<file path="config.mk">
export PLATFORM = sky130hd
export DESIGN_NAME = pc_stage_pipe_flat
export DESIGN_NICKNAME = d
export VERILOG_FILES = /design/src/rtl/pc_stage_pipe_pkg.sv /design/src/rtl/pc_stage_pipe_if.sv /design/src/rtl/pc_stage_reg.sv /design/src/rtl/pc_stage_pipe.sv /design/src/flat_wrapper.sv
export SDC_FILE = /design/constraint.sdc
export NUM_CORES = 1
export LEC_CHECK = 0
export ABC_AREA = 1
export CAP_MARGIN = 15
export CORE_MARGIN = 2
export CORE_UTILIZATION = 25
export CTS_CLUSTER_DIAMETER = 40
export CTS_CLUSTER_SIZE = 14
export DETAILED_ROUTE_END_ITERATION = 10
export GPL_TIMING_DRIVEN = 0
export PLACE_DENSITY = 0.57
export SETUP_SLACK_MARGIN = 0.4
export SKIP_CTS_REPAIR_TIMING = 1
export SYNTH_ARGS = -nofsm -noshare
export SYNTH_HDL_FRONTEND = slang
export SYNTH_HIERARCHICAL = 1
export SYNTH_SLANG_ARGS = --single-unit
</file>
<file path="constraint.sdc">
create_clock -name clk -period 1.4 [get_ports clk]
set_clock_uncertainty 0.2 [all_clocks]
set_input_delay 0.14 -clock clk [delete_from_list [all_inputs] [get_ports clk]]
set_output_delay 0.14 -clock clk [all_outputs]
set_load 0.03 [all_outputs]
</file>
<file path="src/rtl/pc_stage_pipe_pkg.sv">
// Shared types and constants for the PC fetch/stage pipeline.
// Every stage register carries a PC together with its valid bit.
package pc_pipe_pkg;

    localparam int PC_W = 8;

    localparam logic [PC_W-1:0] RESET_PC  = 8'h00;
    localparam logic [PC_W-1:0] BUBBLE_PC = 8'hFF;

    typedef struct packed {
        logic [PC_W-1:0] pc;
        logic            valid;
    } pc_stage_t;

    // Canonical empty stage; a bubble never carries a stale PC.
    function automatic pc_stage_t make_bubble(input logic [PC_W-1:0] bubble_pc);
        pc_stage_t s;
        s.pc    = bubble_pc;
        s.valid = 1'b0;
        return s;
    endfunction

endpackage

</file>
<file path="src/rtl/pc_stage_pipe_if.sv">
// Control inputs and per-stage PC outputs of the PC pipeline.
// The master side drives stall/branch; the slave side is the pipeline itself.
interface pc_stage_pipe_if;
    import pc_pipe_pkg::PC_W;

    logic            stall;
    logic            branch_taken;
    logic [PC_W-1:0] branch_target;

    logic [PC_W-1:0] PC_next;
    logic [PC_W-1:0] PC_nextID;
    logic [PC_W-1:0] PC_nextEX;
    logic [PC_W-1:0] PC_nextMEM;
    logic [PC_W-1:0] PC_nextWB;
    logic            valid_id;
    logic            valid_ex;
    logic            valid_mem;
    logic            valid_wb;

    modport master (
        output stall, branch_taken, branch_target,
        input  PC_next, PC_nextID, PC_nextEX, PC_nextMEM, PC_nextWB,
        input  valid_id, valid_ex, valid_mem, valid_wb
    );

    modport slave (
        input  stall, branch_taken, branch_target,
        output PC_next, PC_nextID, PC_nextEX, PC_nextMEM, PC_nextWB,
        output valid_id, valid_ex, valid_mem, valid_wb
    );

endinterface

</file>
<file path="src/rtl/pc_stage_reg.sv">
// One pipeline stage register holding {pc, valid}.
// Priority: load_bubble > hold > load_in; reset clears to a bubble.
module pc_stage_reg
    import pc_pipe_pkg::PC_W;
    import pc_pipe_pkg::pc_stage_t;
    import pc_pipe_pkg::make_bubble;
#(
    parameter logic [PC_W-1:0] BUBBLE_PC = pc_pipe_pkg::BUBBLE_PC
) (
    input  logic      clk,
    input  logic      rst,
    input  logic      hold,
    input  logic      load_bubble,
    input  logic      load_in,
    input  pc_stage_t stage_i,
    output pc_stage_t stage_o
);

    pc_stage_t stage_d, stage_q;
    pc_stage_t in_clean;

    // An invalid upstream stage is re-canonicalised so no stale PC leaks through.
    always_comb begin
        in_clean = stage_i;
        if (!stage_i.valid) in_clean = make_bubble(BUBBLE_PC);
    end

    always_comb begin
        stage_d = stage_q;
        if (load_bubble)  stage_d = make_bubble(BUBBLE_PC);
        else if (hold)    stage_d = stage_q;
        else if (load_in) stage_d = in_clean;
    end

    always_ff @(posedge clk) begin
        if (rst) stage_q <= make_bubble(BUBBLE_PC);
        else     stage_q <= stage_d;
    end

    assign stage_o = stage_q;

endmodule

</file>
<file path="src/rtl/pc_stage_pipe.sv">
// Fetch-PC generator plus ID/EX/MEM/WB PC stage registers with valid bits.
// Handles sequential fetch, EX-resolved branch redirect with flush, and load-use stall.
module pc_stage_pipe
    import pc_pipe_pkg::PC_W;
    import pc_pipe_pkg::pc_stage_t;
#(
    parameter logic [PC_W-1:0] PC_INC    = 1,
    parameter logic [PC_W-1:0] RESET_PC  = pc_pipe_pkg::RESET_PC,
    parameter logic [PC_W-1:0] BUBBLE_PC = pc_pipe_pkg::BUBBLE_PC
) (
    input  logic            clk,
    input  logic            rst,
    pc_stage_pipe_if.slave  bus
);

    logic [PC_W-1:0] pc_next_d, pc_next_q;
    logic            redirect;
    logic            hold_front;
    pc_stage_t       fetch_s;
    pc_stage_t       id_s, ex_s, mem_s, wb_s;

    // A taken branch overrides a simultaneous stall.
    assign redirect   = bus.branch_taken;
    assign hold_front = bus.stall && !bus.branch_taken;

    always_comb begin
        pc_next_d = pc_next_q + PC_INC;
        if (redirect)        pc_next_d = bus.branch_target;
        else if (hold_front) pc_next_d = pc_next_q;
    end

    always_ff @(posedge clk) begin
        if (rst) pc_next_q <= RESET_PC;
        else     pc_next_q <= pc_next_d;
    end

    always_comb begin
        fetch_s.pc    = pc_next_q;
        fetch_s.valid = 1'b1;
    end

    pc_stage_reg #(.BUBBLE_PC(BUBBLE_PC)) u_id (
        .clk         (clk),
        .rst         (rst),
        .hold        (hold_front),
        .load_bubble (redirect),
        .load_in     (1'b1),
        .stage_i     (fetch_s),
        .stage_o     (id_s)
    );

    // EX takes a bubble on stall (load-use) and on redirect (wrong-path flush).
    pc_stage_reg #(.BUBBLE_PC(BUBBLE_PC)) u_ex (
        .clk         (clk),
        .rst         (rst),
        .hold        (1'b0),
        .load_bubble (redirect || bus.stall),
        .load_in     (1'b1),
        .stage_i     (id_s),
        .stage_o     (ex_s)
    );

    pc_stage_reg #(.BUBBLE_PC(BUBBLE_PC)) u_mem (
        .clk         (clk),
        .rst         (rst),
        .hold        (1'b0),
        .load_bubble (1'b0),
        .load_in     (1'b1),
        .stage_i     (ex_s),
        .stage_o     (mem_s)
    );

    pc_stage_reg #(.BUBBLE_PC(BUBBLE_PC)) u_wb (
        .clk         (clk),
        .rst         (rst),
        .hold        (1'b0),
        .load_bubble (1'b0),
        .load_in     (1'b1),
        .stage_i     (mem_s),
        .stage_o     (wb_s)
    );

    assign bus.PC_next    = pc_next_q;
    assign bus.PC_nextID  = id_s.pc;
    assign bus.PC_nextEX  = ex_s.pc;
    assign bus.PC_nextMEM = mem_s.pc;
    assign bus.PC_nextWB  = wb_s.pc;
    assign bus.valid_id   = id_s.valid;
    assign bus.valid_ex   = ex_s.valid;
    assign bus.valid_mem  = mem_s.valid;
    assign bus.valid_wb   = wb_s.valid;

endmodule

</file>
<file path="src/flat_wrapper.sv">
// flat-port wrapper written by rule: the top's interface ports become plain ports
module pc_stage_pipe_flat import pc_pipe_pkg::PC_W; import pc_pipe_pkg::pc_stage_t;
#(
    parameter logic [PC_W-1:0] PC_INC    = 1,
    parameter logic [PC_W-1:0] RESET_PC  = pc_pipe_pkg::RESET_PC,
    parameter logic [PC_W-1:0] BUBBLE_PC = pc_pipe_pkg::BUBBLE_PC
)
  (clk, rst, bus_stall, bus_branch_taken, bus_branch_target, bus_PC_next, bus_PC_nextID, bus_PC_nextEX, bus_PC_nextMEM, bus_PC_nextWB, bus_valid_id, bus_valid_ex, bus_valid_mem, bus_valid_wb);
  pc_stage_pipe_if bus_i ();
  input  logic clk;
  input  logic rst;
  input wire logic [$bits(bus_i.stall)-1:0] bus_stall;
  input wire logic [$bits(bus_i.branch_taken)-1:0] bus_branch_taken;
  input wire logic [$bits(bus_i.branch_target)-1:0] bus_branch_target;
  output wire logic [$bits(bus_i.PC_next)-1:0] bus_PC_next;
  output wire logic [$bits(bus_i.PC_nextID)-1:0] bus_PC_nextID;
  output wire logic [$bits(bus_i.PC_nextEX)-1:0] bus_PC_nextEX;
  output wire logic [$bits(bus_i.PC_nextMEM)-1:0] bus_PC_nextMEM;
  output wire logic [$bits(bus_i.PC_nextWB)-1:0] bus_PC_nextWB;
  output wire logic [$bits(bus_i.valid_id)-1:0] bus_valid_id;
  output wire logic [$bits(bus_i.valid_ex)-1:0] bus_valid_ex;
  output wire logic [$bits(bus_i.valid_mem)-1:0] bus_valid_mem;
  output wire logic [$bits(bus_i.valid_wb)-1:0] bus_valid_wb;
  assign bus_i.stall = bus_stall;
  assign bus_i.branch_taken = bus_branch_taken;
  assign bus_i.branch_target = bus_branch_target;
  assign bus_PC_next = bus_i.PC_next;
  assign bus_PC_nextID = bus_i.PC_nextID;
  assign bus_PC_nextEX = bus_i.PC_nextEX;
  assign bus_PC_nextMEM = bus_i.PC_nextMEM;
  assign bus_PC_nextWB = bus_i.PC_nextWB;
  assign bus_valid_id = bus_i.valid_id;
  assign bus_valid_ex = bus_i.valid_ex;
  assign bus_valid_mem = bus_i.valid_mem;
  assign bus_valid_wb = bus_i.valid_wb;
  pc_stage_pipe #(.PC_INC(PC_INC), .RESET_PC(RESET_PC), .BUBBLE_PC(BUBBLE_PC)) u_core (.clk(clk), .rst(rst), .bus(bus_i));
endmodule
</file>
==> out/metrics.cfg, run 1 <==
[outcome]
status=complete, but fails checks
violations=negative hold slack

[setup_path]
end_kind=register
r2r-start=u_core/bus.PC_next[1]$_SDFFE_PP0P_
cp.arrival_ns=1.29
cp-startpoint=u_core/bus.PC_next[1]$_SDFFE_PP0P_
critPathKind=reg2reg
critPathLaunchType=register
required_ns=1.39
crit_fanout=6

[timing]
final_hold_viol_count=9
fin_crit_ns=1.29
max_freq_mhz=772
fin_ws_ns=0.105
finalMaxSlewViolations=0
setup_violations=0
rsz0062_at_grt=yes
hold_slack_ns=-0.0621
period_share_pct=92.5
tns_ns=0

[finish]
syn_to_final_growth_pct=64.5
layout_commonest_cell=nand2_1
multiInputGateArea_mm2=0.00118
seqCellArea_um2=962
fin_nets=448
nFillCells=865
stdcell_count=541
drive_gt1_share_pct=42.0
antennaDiodeCount=0
final_cell_mix=nand2_1 (102), inv_1 (53), buf_6 (52), nand3_1 (39), dfxtp_2 (32)

[grt]
grt_pass1_wl_mm=8.98
antenna_found_initial=0
gr-total-overflow=0
grt_use_total_pct=12.5
grt_max_degree=15
grt_pass1_vias=1991

[cts]
cts_buffer_depth=2
cts_buffers=5
cts_tree=built
clkSinkCount=44
cts_root_buf=clkbuf_8
worstSkewPairLatency_ns=0.30
htree_num_levels=2
clk_pin_slew_ns=0.09

[floorplanning]
rows=33
start_util_pct=25.7
core_mm2=0.00822
die_y_um=95.9
die_area_mm2=0.00919
ios=56
die_x_um=95.9

[placed_design]
dp.cells=504
hpwl_mm=4.02
io_buffers=55
pre_cts_slack_ns=-0.388
gp_congestion=0.785

[drt]
wl_mm=5.97
ant_nets=0
vias_per_cell=4.13
avgRoutedWirePerCell_um=11.0
drtIter0Drc=70
first_pass_iters=4
vias=2234
drc_errors=0

[hold_path]
hp-class=in2reg
hold_start=bus_branch_taken

[synth]
synthCells=325
avgSynthCellArea_um2=6.49
yosysWarningCount=6
seq_area_frac_synth_pct=41.7
synth_area_mm2=0.00211
synth-seq-cells=44
yosysUniqueCellTypes=22

[run]
drv_cap=0

[power_and_ir_drop]
p_leak_uw=0.00183
powerDensity_mw_per_mm2=789
finalPower_uw=2740
vdd_drop_max_mv=0.351

==> cells by family (layout without fill, tap and decap cells) <==
kind of cell,count (synthesis),after routing,synth area share (%)
xor+xnor,1,1,0.415
compound gates,18,18,4.45
fa+ha+maj,1,1,0.593
simple gates,192,194,39.7
other cells,2,21,0.356
flops,44,44,41.7
buf+inv,67,157,12.7
==> area by class of cell <==
cell class,count,share of cell area (%)
multi-input cells,235,34.1
well taps,105,3.78
repair buffers,82,23.5
clock buffers,5,1.98
plain buffers,5,1.44
inverters,62,6.99
clock inverters,3,0.541
flip-flops and latches,44,27.7
==> path summary, 6_finish.rpt <==
check             slack [ns]  depth (start not counted)                                   to
setup / recovery        0.11                          5   u_core/bus.PC_next[2]$_SDFFE_PP0P_
hold / removal         -0.06                          3  u_core/u_id/stage_o[3]$_SDFFE_PP1P_
setup reg to reg        0.11                          5   u_core/bus.PC_next[2]$_SDFFE_PP0P_
hold reg to reg         0.30                          2  u_core/u_id/stage_o[4]$_SDFFE_PP1P_
==> layer usage <==
metal,track usage (%),wire (µm),vias up
met2,21.4,2980,58
met4,4.52,83,0
met3,2.98,282,10
met1,15.2,2620,979
met5,0,0,-
li1,-,-,1187
==> power by group <==
group          total (µW)  leakage (µW)  internal [µW]  switching, µW
clock                 820     0.0000479            349            471
combinational         569       0.00143            242            327
sequential           1350      0.000354           1290           56.6
==> Yosys cell counts <==
cell,number,area [µm²]
a21oi_1,6,30.0
clkinv_4,1,8.76
ha_1,1,12.5
nand3_1,43,215
buf_6,1,11.3
nand2_2,1,6.26
nor2_4,4,45.0
nand2_4,1,11.3
xor2_1,1,8.76
buf_2,4,20.0
o21ai_1,6,30.0
o21ai_0,5,25.0
inv_2,2,7.51
dfxtp_1,44,881
nor2_2,6,37.5
nand4_1,1,6.26
nor2_1,11,41.3
conb_1,2,7.51
a21oi_2,1,8.76
nand2_1,124,465
inv_1,59,221
nand3_2,1,10.0
==> stage by stage <==
step / util [%] / cell area (µm²)
2_1_floorplan: - / 2250
3_3_place_gp: 35.7 / 2940
3_5_place_dp: 35.7 / 2940
4_1_cts: 36.8 / 3020
5_1_grt: 42.3 / 3470
6_report: 42.3 / 3470
==> flip-flops by register name (all words and copies together), names as in the netlist <==
name                  count
u_core/u_wb/stage_o       9
u_core/u_id/stage_o       9
u_core/u_ex/stage_o       9
u_core/bus.PC_next        8
u_core/u_mem/stage_o      9
==> critical path, cell delays in order (launching register included) <==
cell     delay, ns
dfxtp_4       0.38
ha_4          0.18
buf_4         0.13
nand2_1       0.07
xor2_1        0.15
a21oi_1       0.07
No activity file was read; power rests on OpenSTA's default activity.
==> inputs of run 2 (changes only) <==
- CORE_MARGIN: 2 -> unset
==> run 2 against run 1 <==
The run still ends with negative hold slack left. Core utilization grew 0.24 points. Highest routed layer unchanged. Die area shrank 4.1%. Final area about the same. Cell count down 0.18%. Combinational power fell by 2%. Via count down 2.2%. Critical path depth up 2. Sequential cell count unchanged. Non-clock buffer count did not move.
==> out/metrics.cfg, run 2 (synthesis gave the netlist of run 1 again) <==
[setup_path]
cp.arrival_ns=1.32  ; +0.03 ns
regToRegEndpoint=u_core/bus.PC_next[6]$_SDFFE_PP0P_
crit_fanout=5  ; -1
r2r_setup_slack_ns=0.11  ; about the same
r2r-start=u_core/bus.PC_next[0]$_SDFFE_PP0P_
critPathLaunchType=register
end_kind=register
cp-startpoint=u_core/bus.PC_next[0]$_SDFFE_PP0P_
setup.worst_path.end=u_core/bus.PC_next[6]$_SDFFE_PP0P_
required_ns=1.43  ; +0.04 ns
critPathKind=reg2reg
reg2reg_depth=7  ; +2

[floorplanning]
ios=56  ; unchanged
start_util_pct=25.8  ; +0.13 points
die_x_um=93.9  ; -2.1%
core_mm2=0.00818  ; -0.50%
die_area_mm2=0.00881  ; -4.1%
die_y_um=93.9  ; -2.1%
rows=33  ; unchanged

[hold_path]
hp-class=in2reg

[drt]
wl_mm=5.45  ; -8.7%
drtIter0Drc=86  ; +23%
ant_nets=0  ; unchanged
vias=2184  ; -2.2%
drc_errors=0  ; unchanged
first_pass_iters=4  ; unchanged
vias_per_cell=4.04  ; -2.1%
avgRoutedWirePerCell_um=10.1  ; -8.5%

[cts]
clkSinkCount=44  ; unchanged
cts_root_buf=clkbuf_8
cts_tree=built
clk_pin_slew_ns=0.09  ; about the same
worstSkewPairLatency_ns=0.30  ; about the same
cts_buffers=5  ; unchanged
cts_buffer_depth=2  ; unchanged
htree_num_levels=2  ; unchanged

[placed_design]
hpwl_mm=3.83  ; -4.7%
gp_congestion=0.805  ; +2.6%
dp.cells=504  ; unchanged
io_buffers=55  ; unchanged

[finish]
nFillCells=857  ; -0.92%
drive_gt1_share_pct=42.8  ; +0.79 points
stdcell_count=540  ; -0.18%
antennaDiodeCount=0  ; unchanged
layout_commonest_cell=nand2_1
final_util_pct=42.5  ; +0.24 points
fin_nets=447  ; -0.22%
syn_to_final_growth_pct=64.6  ; about the same
final_cell_mix=nand2_1 (105), buf_6 (49), inv_1 (48), nand3_1 (37), dfxtp_2 (33)

[power_and_ir_drop]
pwr-share-clk_pct=34.8  ; +4.8 points
p_leak_uw=0.00184  ; +0.77%
vdd_drop_max_mv=0.343  ; -2.2%
p_sw_share_pct=29.1  ; -2.1 points
finalPower_uw=2920  ; +6.7%
p_switching_uw=851  ; -0.54%
powerDensity_mw_per_mm2=841  ; +6.6%
combPwrFrac_pct=19.0  ; -1.8 points
sequentialPowerShare_pct=46.2  ; -3.1 points
internal-power_uw=2070  ; +9.9%

[grt]
grt_use_total_pct=12.5  ; about the same
grt_pass1_vias=1920  ; -3.6%
antenna_found_initial=0  ; unchanged
gr-total-overflow=0  ; unchanged
grt_pass1_wl_mm=8.51  ; -5.1%
grt_max_degree=16  ; +1

[timing]
fin_crit_ns=1.29  ; -0.00523 ns
setup_violations=0  ; unchanged
rsz0062_at_grt=yes
period_share_pct=92.1  ; -0.37 points
tns_ns=0  ; unchanged
finalMaxSlewViolations=0  ; unchanged
final_hold_viol_count=9  ; unchanged
max_freq_mhz=776  ; +0.41%
hold_slack_ns=-0.0614  ; +0.000703 ns

[outcome]
status=complete, but fails checks
violations=negative hold slack

[run]
drv_cap=0  ; unchanged

-- run 2: cell types whose count changed in the layout (fill, tap and decap cells not counted), sizes merged --
cell | before | now
clkinv | 4 | 1
nor2 | 23 | 22
buf | 74 | 73
clkbuf | 9 | 10
bufinv | 0 | 1
inv | 61 | 63
-- run 2: worst min-delay path by stage --
stage | slack, ns | from | depth (start not counted) | endpoint
floorplan | -0.005 | rst | 1 | u_core/bus.PC_next[7]$_SDFFE_PP0P_
global placement | 0.29 | u_core/u_id/stage_o[6]$_SDFFE_PP1P_ | 2 | u_core/u_id/stage_o[6]$_SDFFE_PP1P_
detailed placement | 0.29 | u_core/u_id/stage_o[6]$_SDFFE_PP1P_ | 2 | u_core/u_id/stage_o[6]$_SDFFE_PP1P_
CTS | 0.26 | bus_branch_target[1] | 5 | u_core/bus.PC_next[1]$_SDFFE_PP0P_
global route | -0.05 | bus_branch_taken | 3 | u_core/u_id/stage_o[8]$_SDFFE_PP1P_
finish | -0.06 | bus_branch_taken | 3 | u_core/u_id/stage_o[5]$_SDFFE_PP1P_
-- run 2: layer usage --
layer	routed length, µm	GRT usage, %
met5	0	0
met2	2630	20.3
met1	2410	15.1
met3	352	4.37
met4	57	4.87
-- run 2: worst max-delay path, cell delays in order, from the launching register on --
cell	delay (ns)
dfxtp_4	0.40
ha_4	0.16
nand2_4	0.05
nor2_4	0.10
nand2_1	0.05
nand2_1	0.05
nand3_1	0.06
a21oi_1	0.14
-- run 2: per-stage QoR --
step | cell area [µm²] | setup slack [ns]
2_1_floorplan | 2250 | 0.142
3_3_place_gp | 2940 | -0.395
3_5_place_dp | 2940 | -0.408
4_1_cts | 3050 | -0.356
5_1_grt | 3470 | 0.0134
6_report | 3470 | 0.111
-- run 2: area by class of cell --
class | instances | area (µm²) | share of cell area, %
repair buffers | 82 | 802 | 23.1
inverters | 62 | 243 | 6.99
flip-flops and latches | 44 | 960 | 27.6
multi-input cells | 234 | 1170 | 33.8
plain buffers | 5 | 50.0 | 1.44
well taps | 105 | 131 | 3.78
clock inverters | 3 | 45.0 | 1.30
clock buffers | 5 | 68.8 | 1.98
-- run 2: power by group through the flow --
stage	sequential [µW]	clock (µW)	combinational [µW]
finish	1350	1020	555
global route	1360	1120	615
floorplan	1450	0	220
CTS	1340	1050	470
global placement	1370	0	465
detailed placement	1370	0	468
